## config.mk

```make
export PLATFORM = sky130hd
export DESIGN_NAME = hx8352_lcd_controller_flat
export DESIGN_NICKNAME = d
export VERILOG_FILES = /design/src/rtl/hx8352_lcd_controller_if.sv /design/src/rtl/hx8352_lcd_controller.sv /design/src/flat_wrapper.sv
export SDC_FILE = /design/constraint.sdc
export NUM_CORES = 1
export LEC_CHECK = 0
export ABC_AREA = 1
export BUFFER_PORTS_ARGS = -buffer_cell sky130_fd_sc_hd__buf_2
export CORE_MARGIN = 2
export CORE_UTILIZATION = 40
export DETAILED_ROUTE_END_ITERATION = 8
export GPL_TIMING_DRIVEN = 1
export PLACE_DENSITY_LB_ADDON = 0.3
export SLEW_MARGIN = 20
export SYNTH_ARGS = -nofsm -noshare
export SYNTH_HDL_FRONTEND = slang
export SYNTH_SLANG_ARGS = --single-unit
```

## constraint.sdc

```tcl
create_clock -name clk -period 5.9 [get_ports clk]
set_clock_uncertainty 0.2 [all_clocks]
set_input_delay 1.18 -clock clk [delete_from_list [all_inputs] [get_ports clk]]
set_output_delay 1.18 -clock clk [all_outputs]
set_load 0.02 [all_outputs]
```

## src/rtl/hx8352_lcd_controller_if.sv

```systemverilog
// Host-side word port of the HX8352 controller: one 16-bit command/data word per valid/ready handshake.
interface hx8352_lcd_controller_if;
    logic        host_valid;
    logic        host_rs;
    logic [15:0] host_data;
    logic        host_ready;

    modport master (
        output host_valid,
        output host_rs,
        output host_data,
        input  host_ready
    );

    modport slave (
        input  host_valid,
        input  host_rs,
        input  host_data,
        output host_ready
    );
endinterface

```

## src/rtl/hx8352_lcd_controller.sv

```systemverilog
// HX8352-A write-only 8080 bus controller: panel reset, ROM init sequence, then host word pass-through.
// Define HX8352_FILL_EN to clear the whole 240x400 frame to FILL_COLOR before init_done.
module hx8352_lcd_controller #(
    parameter int unsigned CLK_FREQ      = 50_000_000,
    parameter int unsigned WR_LOW_CYC    = 2,
    parameter int unsigned WR_HIGH_CYC   = 2,
    parameter int unsigned RST_LOW_US    = 10,
    parameter int unsigned RST_WAIT_US   = 50,
    parameter int unsigned DELAY_UNIT_US = 10
`ifdef HX8352_FILL_EN
    ,parameter logic [15:0] FILL_COLOR   = 16'h0000
`endif
) (
    input  logic                      clk,
    input  logic                      rst,
    hx8352_lcd_controller_if.slave    host,
    output logic [15:0]               lcd_data,
    output logic                      lcd_rs,
    output logic                      lcd_wr,
    output logic                      lcd_rd,
    output logic                      lcd_cs,
    output logic                      lcd_rst,
    output logic                      init_done
);

    function automatic int unsigned at_least_one(input int unsigned v);
        return (v == 0) ? 1 : v;
    endfunction

    function automatic int unsigned max2(input int unsigned a, input int unsigned b);
        return (a > b) ? a : b;
    endfunction

    localparam int unsigned CYC_PER_US   = CLK_FREQ / 1_000_000;
    localparam int unsigned RST_LOW_CYC  = at_least_one(CYC_PER_US * RST_LOW_US);
    localparam int unsigned RST_WAIT_CYC = at_least_one(CYC_PER_US * RST_WAIT_US);
    localparam int unsigned DELAY_CYC    = at_least_one(CYC_PER_US * DELAY_UNIT_US);
    localparam int unsigned WR_LO        = at_least_one(WR_LOW_CYC);
    localparam int unsigned WR_HI        = at_least_one(WR_HIGH_CYC);
    localparam int unsigned WR_CYC       = WR_LO + WR_HI;
    localparam int unsigned MAX_CYC      = max2(max2(RST_LOW_CYC, RST_WAIT_CYC),
                                                max2(255 * DELAY_CYC, WR_CYC));
    localparam int unsigned CNT_W        = $clog2(MAX_CYC + 1);
    localparam int unsigned PTR_W        = 4;
`ifdef HX8352_FILL_EN
    localparam int unsigned FILL_WORDS   = 240 * 400;
    localparam int unsigned FILL_W       = 17;
`endif

    typedef enum logic [1:0] {
        K_WRITE = 2'd0,
        K_DELAY = 2'd1,
        K_END   = 2'd2
    } kind_t;

    typedef struct packed {
        kind_t      kind;
        logic [7:0] idx;
        logic [7:0] val;
    } rom_entry_t;

    typedef enum logic [3:0] {
        RST_LOW     = 4'd0,
        RST_WAIT    = 4'd1,
        INIT_FETCH  = 4'd2,
        INIT_WR_IDX = 4'd3,
        INIT_WR_VAL = 4'd4,
        INIT_DELAY  = 4'd5,
`ifdef HX8352_FILL_EN
        FILL        = 4'd6,
`endif
        IDLE        = 4'd7,
        HOST_WR     = 4'd8
    } state_t;

    // Power-on register sequence; delay entries count in DELAY_UNIT_US steps.
    function automatic rom_entry_t rom_read(input logic [PTR_W-1:0] p);
        rom_entry_t e;
        case (p)
            4'd0:    e = '{K_WRITE, 8'h83, 8'h02};
            4'd1:    e = '{K_WRITE, 8'h85, 8'h03};
            4'd2:    e = '{K_WRITE, 8'h8B, 8'h00};
            4'd3:    e = '{K_WRITE, 8'h8C, 8'h93};
            4'd4:    e = '{K_WRITE, 8'h91, 8'h01};
            4'd5:    e = '{K_WRITE, 8'h83, 8'h00};
            4'd6:    e = '{K_DELAY, 8'h00, 8'h05};
            4'd7:    e = '{K_WRITE, 8'h17, 8'h05};
            4'd8:    e = '{K_WRITE, 8'h18, 8'h88};
            4'd9:    e = '{K_WRITE, 8'h24, 8'h20};
            4'd10:   e = '{K_WRITE, 8'h1B, 8'h1E};
            4'd11:   e = '{K_DELAY, 8'h00, 8'h05};
            4'd12:   e = '{K_WRITE, 8'h28, 8'h38};
            default: e = '{K_END,   8'h00, 8'h00};
        endcase
        return e;
    endfunction

    state_t             state, state_d;
    logic [CNT_W-1:0]   cnt, cnt_d;
    logic [CNT_W-1:0]   lim, lim_d;
    logic [PTR_W-1:0]   ptr, ptr_d;
    logic [7:0]         val_q, val_d;
    logic [15:0]        data_d;
    logic               rs_d, wr_d, cs_d, rst_d;
    logic               host_ready_q;
    logic               wr_end;
    logic               in_write_d;
    rom_entry_t         entry;
`ifdef HX8352_FILL_EN
    logic [FILL_W-1:0]  fill_cnt, fill_d;
`endif

    assign entry           = rom_read(ptr);
    assign wr_end          = (cnt == CNT_W'(WR_CYC - 1));
    assign lcd_rd          = 1'b1;
    assign host.host_ready = host_ready_q;

    always_ff @(posedge clk or negedge rst) begin
        if (!rst) begin
            state        <= RST_LOW;
            cnt          <= '0;
            lim          <= CNT_W'(1);
            ptr          <= '0;
            val_q        <= '0;
            lcd_data     <= '0;
            lcd_rs       <= 1'b0;
            lcd_wr       <= 1'b1;
            lcd_cs       <= 1'b1;
            lcd_rst      <= 1'b0;
            host_ready_q <= 1'b0;
            init_done    <= 1'b0;
`ifdef HX8352_FILL_EN
            fill_cnt     <= '0;
`endif
        end else begin
            state        <= state_d;
            cnt          <= cnt_d;
            lim          <= lim_d;
            ptr          <= ptr_d;
            val_q        <= val_d;
            lcd_data     <= data_d;
            lcd_rs       <= rs_d;
            lcd_wr       <= wr_d;
            lcd_cs       <= cs_d;
            lcd_rst      <= rst_d;
            host_ready_q <= (state_d == IDLE);
            init_done    <= init_done | (state_d == IDLE);
`ifdef HX8352_FILL_EN
            fill_cnt     <= fill_d;
`endif
        end
    end

    // Next state and next bus values; each write starts with cnt_d = 0 alongside its rs/data.
    always_comb begin
        state_d = state;
        cnt_d   = cnt + CNT_W'(1);
        lim_d   = lim;
        ptr_d   = ptr;
        val_d   = val_q;
        data_d  = lcd_data;
        rs_d    = lcd_rs;
        cs_d    = lcd_cs;
        rst_d   = lcd_rst;
`ifdef HX8352_FILL_EN
        fill_d  = fill_cnt;
`endif

        case (state)
            RST_LOW: begin
                if (cnt == CNT_W'(RST_LOW_CYC - 1)) begin
                    state_d = RST_WAIT;
                    cnt_d   = '0;
                    rst_d   = 1'b1;
                end
            end
            RST_WAIT: begin
                if (cnt == CNT_W'(RST_WAIT_CYC - 1)) begin
                    state_d = INIT_FETCH;
                    cnt_d   = '0;
                end
            end
            INIT_FETCH: begin
                cnt_d = '0;
                ptr_d = ptr + PTR_W'(1);
                case (entry.kind)
                    K_WRITE: begin
                        state_d = INIT_WR_IDX;
                        data_d  = {8'h00, entry.idx};
                        rs_d    = 1'b0;
                        cs_d    = 1'b0;
                        val_d   = entry.val;
                    end
                    K_DELAY: begin
                        state_d = INIT_DELAY;
                        lim_d   = (entry.val == 8'h00) ? CNT_W'(1)
                                                       : CNT_W'(entry.val) * CNT_W'(DELAY_CYC);
                    end
                    default: begin
                        ptr_d = ptr;
`ifdef HX8352_FILL_EN
                        state_d = FILL;
                        data_d  = 16'h0022;
                        rs_d    = 1'b0;
                        cs_d    = 1'b0;
                        fill_d  = '0;
`else
                        state_d = IDLE;
`endif
                    end
                endcase
            end
            INIT_WR_IDX: begin
                if (wr_end) begin
                    state_d = INIT_WR_VAL;
                    cnt_d   = '0;
                    data_d  = {8'h00, val_q};
                    rs_d    = 1'b1;
                end
            end
            INIT_WR_VAL: begin
                if (wr_end) begin
                    state_d = INIT_FETCH;
                    cnt_d   = '0;
                end
            end
            INIT_DELAY: begin
                if (cnt == lim - CNT_W'(1)) begin
                    state_d = INIT_FETCH;
                    cnt_d   = '0;
                end
            end
`ifdef HX8352_FILL_EN
            // First FILL write is the 0x22 index, then FILL_WORDS pixels back to back.
            FILL: begin
                if (wr_end) begin
                    cnt_d = '0;
                    if (!lcd_rs) begin
                        data_d = FILL_COLOR;
                        rs_d   = 1'b1;
                    end else if (fill_cnt == FILL_W'(FILL_WORDS - 1)) begin
                        state_d = IDLE;
                    end else begin
                        fill_d = fill_cnt + FILL_W'(1);
                    end
                end
            end
`endif
            IDLE: begin
                cnt_d = '0;
                if (host.host_valid && host_ready_q) begin
                    state_d = HOST_WR;
                    data_d  = host.host_data;
                    rs_d    = host.host_rs;
                    cs_d    = 1'b0;
                end
            end
            HOST_WR: begin
                if (wr_end) begin
                    state_d = IDLE;
                    cnt_d   = '0;
                end
            end
            default: begin
                state_d = RST_LOW;
                cnt_d   = '0;
            end
        endcase

        if (state_d == IDLE) begin
            cs_d = 1'b1;
        end

        in_write_d = (state_d == INIT_WR_IDX) || (state_d == INIT_WR_VAL) ||
`ifdef HX8352_FILL_EN
                     (state_d == FILL) ||
`endif
                     (state_d == HOST_WR);
        wr_d = !(in_write_d && (cnt_d < CNT_W'(WR_LO)));
    end

endmodule

```

## src/flat_wrapper.sv

```systemverilog
// flat-port wrapper written by rule: the top's interface ports become plain ports
module hx8352_lcd_controller_flat 
#(
    parameter int unsigned CLK_FREQ      = 50_000_000,
    parameter int unsigned WR_LOW_CYC    = 2,
    parameter int unsigned WR_HIGH_CYC   = 2,
    parameter int unsigned RST_LOW_US    = 10,
    parameter int unsigned RST_WAIT_US   = 50,
    parameter int unsigned DELAY_UNIT_US = 10

)
  (clk, rst, lcd_data, lcd_rs, lcd_wr, lcd_rd, lcd_cs, lcd_rst, init_done, host_host_valid, host_host_rs, host_host_data, host_host_ready);
  hx8352_lcd_controller_if host_i ();
  input  logic clk;
  input  logic rst;
  output logic [15:0] lcd_data;
  output logic lcd_rs;
  output logic lcd_wr;
  output logic lcd_rd;
  output logic lcd_cs;
  output logic lcd_rst;
  output logic init_done;
  input wire logic [$bits(host_i.host_valid)-1:0] host_host_valid;
  input wire logic [$bits(host_i.host_rs)-1:0] host_host_rs;
  input wire logic [$bits(host_i.host_data)-1:0] host_host_data;
  output wire logic [$bits(host_i.host_ready)-1:0] host_host_ready;
  assign host_i.host_valid = host_host_valid;
  assign host_i.host_rs = host_host_rs;
  assign host_i.host_data = host_host_data;
  assign host_host_ready = host_i.host_ready;
  hx8352_lcd_controller #(.CLK_FREQ(CLK_FREQ), .WR_LOW_CYC(WR_LOW_CYC), .WR_HIGH_CYC(WR_HIGH_CYC), .RST_LOW_US(RST_LOW_US), .RST_WAIT_US(RST_WAIT_US), .DELAY_UNIT_US(DELAY_UNIT_US)) u_core (.clk(clk), .rst(rst), .host(host_i), .lcd_data(lcd_data), .lcd_rs(lcd_rs), .lcd_wr(lcd_wr), .lcd_rd(lcd_rd), .lcd_cs(lcd_cs), .lcd_rst(lcd_rst), .init_done(init_done));
endmodule
```

==> summary.txt <==
run status -> completed
share of post-route cells with drive strength above 1 -> 13.3%
Avg Cell Area, Syn -> 7.67 um^2
Post-Synthesis Cells -> 741
post-CTS setup buffers -> 0
CTS tree -> built
Die Area -> 15,200 um^2
GRT Total Usage -> 18.6%
core area -> 13,900 um^2
Antenna Nets Post-Route -> 0
CTS root buf -> clkbuf_16
critical path launch point type -> flop
Tmin final -> 5310 ps
FMAX -> 188 MHz
drt first pass iters -> 4
Starting Density -> 40.9%
Clock Sinks -> 70
hold crit path type -> flop to flop
row cnt -> 43
Slew @ Worst Pin -> 903 ps
I/O pin total -> 43
Synth Cell Area -> 5680 um^2
first-pass GRT wire length -> 22,300 um
Die W -> 123 um
# setup viols final -> 0
largest net degree at the start of global routing -> 71
Area Overhead vs Synth -> 12.2%
Yosys reg bits -> 70
Final Hold Vio Count -> 0
max-slew violations -> 0
CP required -> 5910 ps
# DRC -> 0
routed via count -> 4,847
Final #Nets -> 869
final worst-path cycle share -> 90.1%
Hold WS -> 257 ps
post_cts resized -> 0
Synth Net Count -> 826
Fin Setup TNS -> 0 ps
max_slew headroom -> 39.8%
Skew-Pair Late Insertion Delay -> 340 ps
CTS HTree Levels -> 3
Placer Congestion -> 0.845
overall routed net length -> 13,100 um
CP Data Arrival Time -> 5320 ps
Max-cap violations -> 0
Seq/Total Area, Yosys -> 30.9%
total CTS buffers -> 9
initial antenna violation count -> 0
worst-case clock buffer depth -> 2
Unique masters post-synth -> 51
RSZ-0062 raised after global routing -> false
Crit Path Class -> flop to flop
GRT Residual Overflow -> 0
CP max FO -> 11
n_diodes -> 0
post-DP HPWL -> 10,100 um
PortBufs -> 41
clk slew on worst S/H paths -> 60 ps
slack of the worst reg-to-reg path -> 590 ps
Setup crit end kind -> flop
synth warn -> 0
hold_buf cts -> 0
Via density -> 5.00
DR iter-0 viols -> 316
WL/cell -> 13.5 um
Die Y -> 123 um
vias in the first global route -> 4,694
==> cells by family after synthesis <==
kind of cell | synth area share (%)
compound gates | 12.6
xor+xnor | 3.48
fa+ha+maj | 16.6
buf+inv | 9.41
flops | 30.9
mux | 1.39
other cells | 0.0660
simple gates | 25.6
==> stage by stage <==
stage          util [%]  std cells  instance area, um^2  worst slack, ps
3_5_place_dp       43.8        953                 6080              574
2_1_floorplan         -        741                 5680              830
5_1_grt            45.9        969                 6370             48.7
4_1_cts            45.8        969                 6360              550
6_report           45.9        969                 6370              587
3_3_place_gp       43.8        953                 6080              591
==> layout make-up <==
cell class,count,area [um^2]
fill,1429,7510
multi-input combinational,533,3400
sequential,70,1760
inverter,124,465
timing repair buffer,46,243
clock buffer,12,236
tap,180,225
clock inverter,4,47.5
==> synth_stat cells (all sizes together) <==
| master | count | area [um^2] |
|---|---|---|
| nand2 | 143 | 562 |
| nand4 | 7 | 50.1 |
| and2 | 1 | 6.26 |
| a21o | 1 | 7.51 |
| buf | 5 | 32.5 |
| a21oi | 24 | 128 |
| conb | 1 | 3.75 |
| nand3 | 56 | 298 |
| a211oi | 1 | 7.51 |
| fa | 17 | 340 |
| and3 | 2 | 12.5 |
| o22ai | 7 | 43.8 |
| nor3b | 2 | 15.0 |
| clkbuf | 9 | 36.3 |
| or2 | 2 | 12.5 |
| nor3 | 15 | 85.1 |
| inv | 123 | 462 |
| a21boi | 15 | 113 |
| dfrtp | 67 | 1680 |
| nor4 | 1 | 6.26 |
| o21ai | 52 | 260 |
| ha | 48 | 601 |
| xnor3 | 1 | 22.5 |
| o32ai | 2 | 17.5 |
| xor2 | 14 | 123 |
| nand3b | 2 | 15.0 |
| nor2 | 87 | 389 |
| o311ai | 1 | 8.76 |
| clkinv | 1 | 3.75 |
| o211ai | 9 | 67.6 |
| mux2 | 7 | 78.8 |
| o21a | 1 | 7.51 |
| o21bai | 3 | 22.5 |
| xnor2 | 6 | 52.6 |
| a22oi | 1 | 7.51 |
| dfstp | 3 | 78.8 |
| o2111ai | 1 | 8.76 |
| a31oi | 3 | 18.8 |
==> critical path: stages (launching register included) <==
cell	delay, ps
dfrtp_1	540
clkinv_1	310
nand2_1	150
nand2_1	70
o21ai_0	470
fa_1	520
fa_1	500
fa_1	510
inv_1	40
ha_1	290
ha_1	340
inv_1	90
o21ai_0	260
nand3_1	110
nand2_1	100
a21oi_1	60
nor2_1	130
nor2_1	50
o21bai_1	140
a21oi_1	80
o21ai_0	100
o21ai_0	110
==> cells in the final DEF (no fill, tap or decap), types with 2 or more instances in the layout <==
cell type  count
nor3b_1        2
ha_1          48
buf_4          5
xnor2_1        6
o21ai_0       48
nand3_1       54
dfrtp_1       67
inv_2         12
nor3_2         2
buf_2         41
and3_1         2
a21boi_0      15
inv_1        111
a21oi_1       22
o211ai_1       9
or2_1          2
xor2_1        14
o32ai_1        2
nor2_2         4
o21ai_1        4
clkbuf_1       3
nor2_4         7
nand2_2        4
clkbuf_16      9
nor2_1        76
a31oi_1        3
nor3_1        13
fa_1          17
nand4_1        6
clkinv_2       2
o22ai_1        7
o21bai_1       3
dfstp_2        3
nand3b_1       2
mux2_2         7
nand2_1      137
nand2_4        2
==> layer usage <==
layer  track usage (%)  vias up  routed length, um
met5                 0        -                  0
met4              6.89        0                211
met3              3.23       15                573
met2              29.5      117               5900
met1              25.6     2222               6420
li1                  -     2493                  -
==> path summary, 6_finish.rpt <==
path / startpoint / cells after the start / end
max in group asynchronous: rst / 2 / u_core.lim[14]
max: u_core.ptr[2] / 21 / u_core.lim[13]
min: u_core.lcd_rst / 2 / u_core.lcd_rst
min in group asynchronous: rst / 2 / u_core.init_done
max reg2reg: u_core.ptr[2] / 21 / u_core.lim[13]
min reg2reg: u_core.lcd_rst / 2 / u_core.lcd_rst
==> registers in the layout, indices dropped and copies added (netlist names) <==
register and count:
u_core.lim 16, u_core.state 4, u_core.lcd_wr 1, u_core.lcd_rst 1, u_core.ptr 4, u_core.cnt 17
u_core.lcd_data 16, u_core.host.host_ready 1, u_core.val_q 7, u_core.lcd_rs 1, u_core.lcd_cs 1, u_core.init_done 1
Power is not shown: default switching activity piles up to over one toggle a cycle in this logic, so the estimate is an artifact.
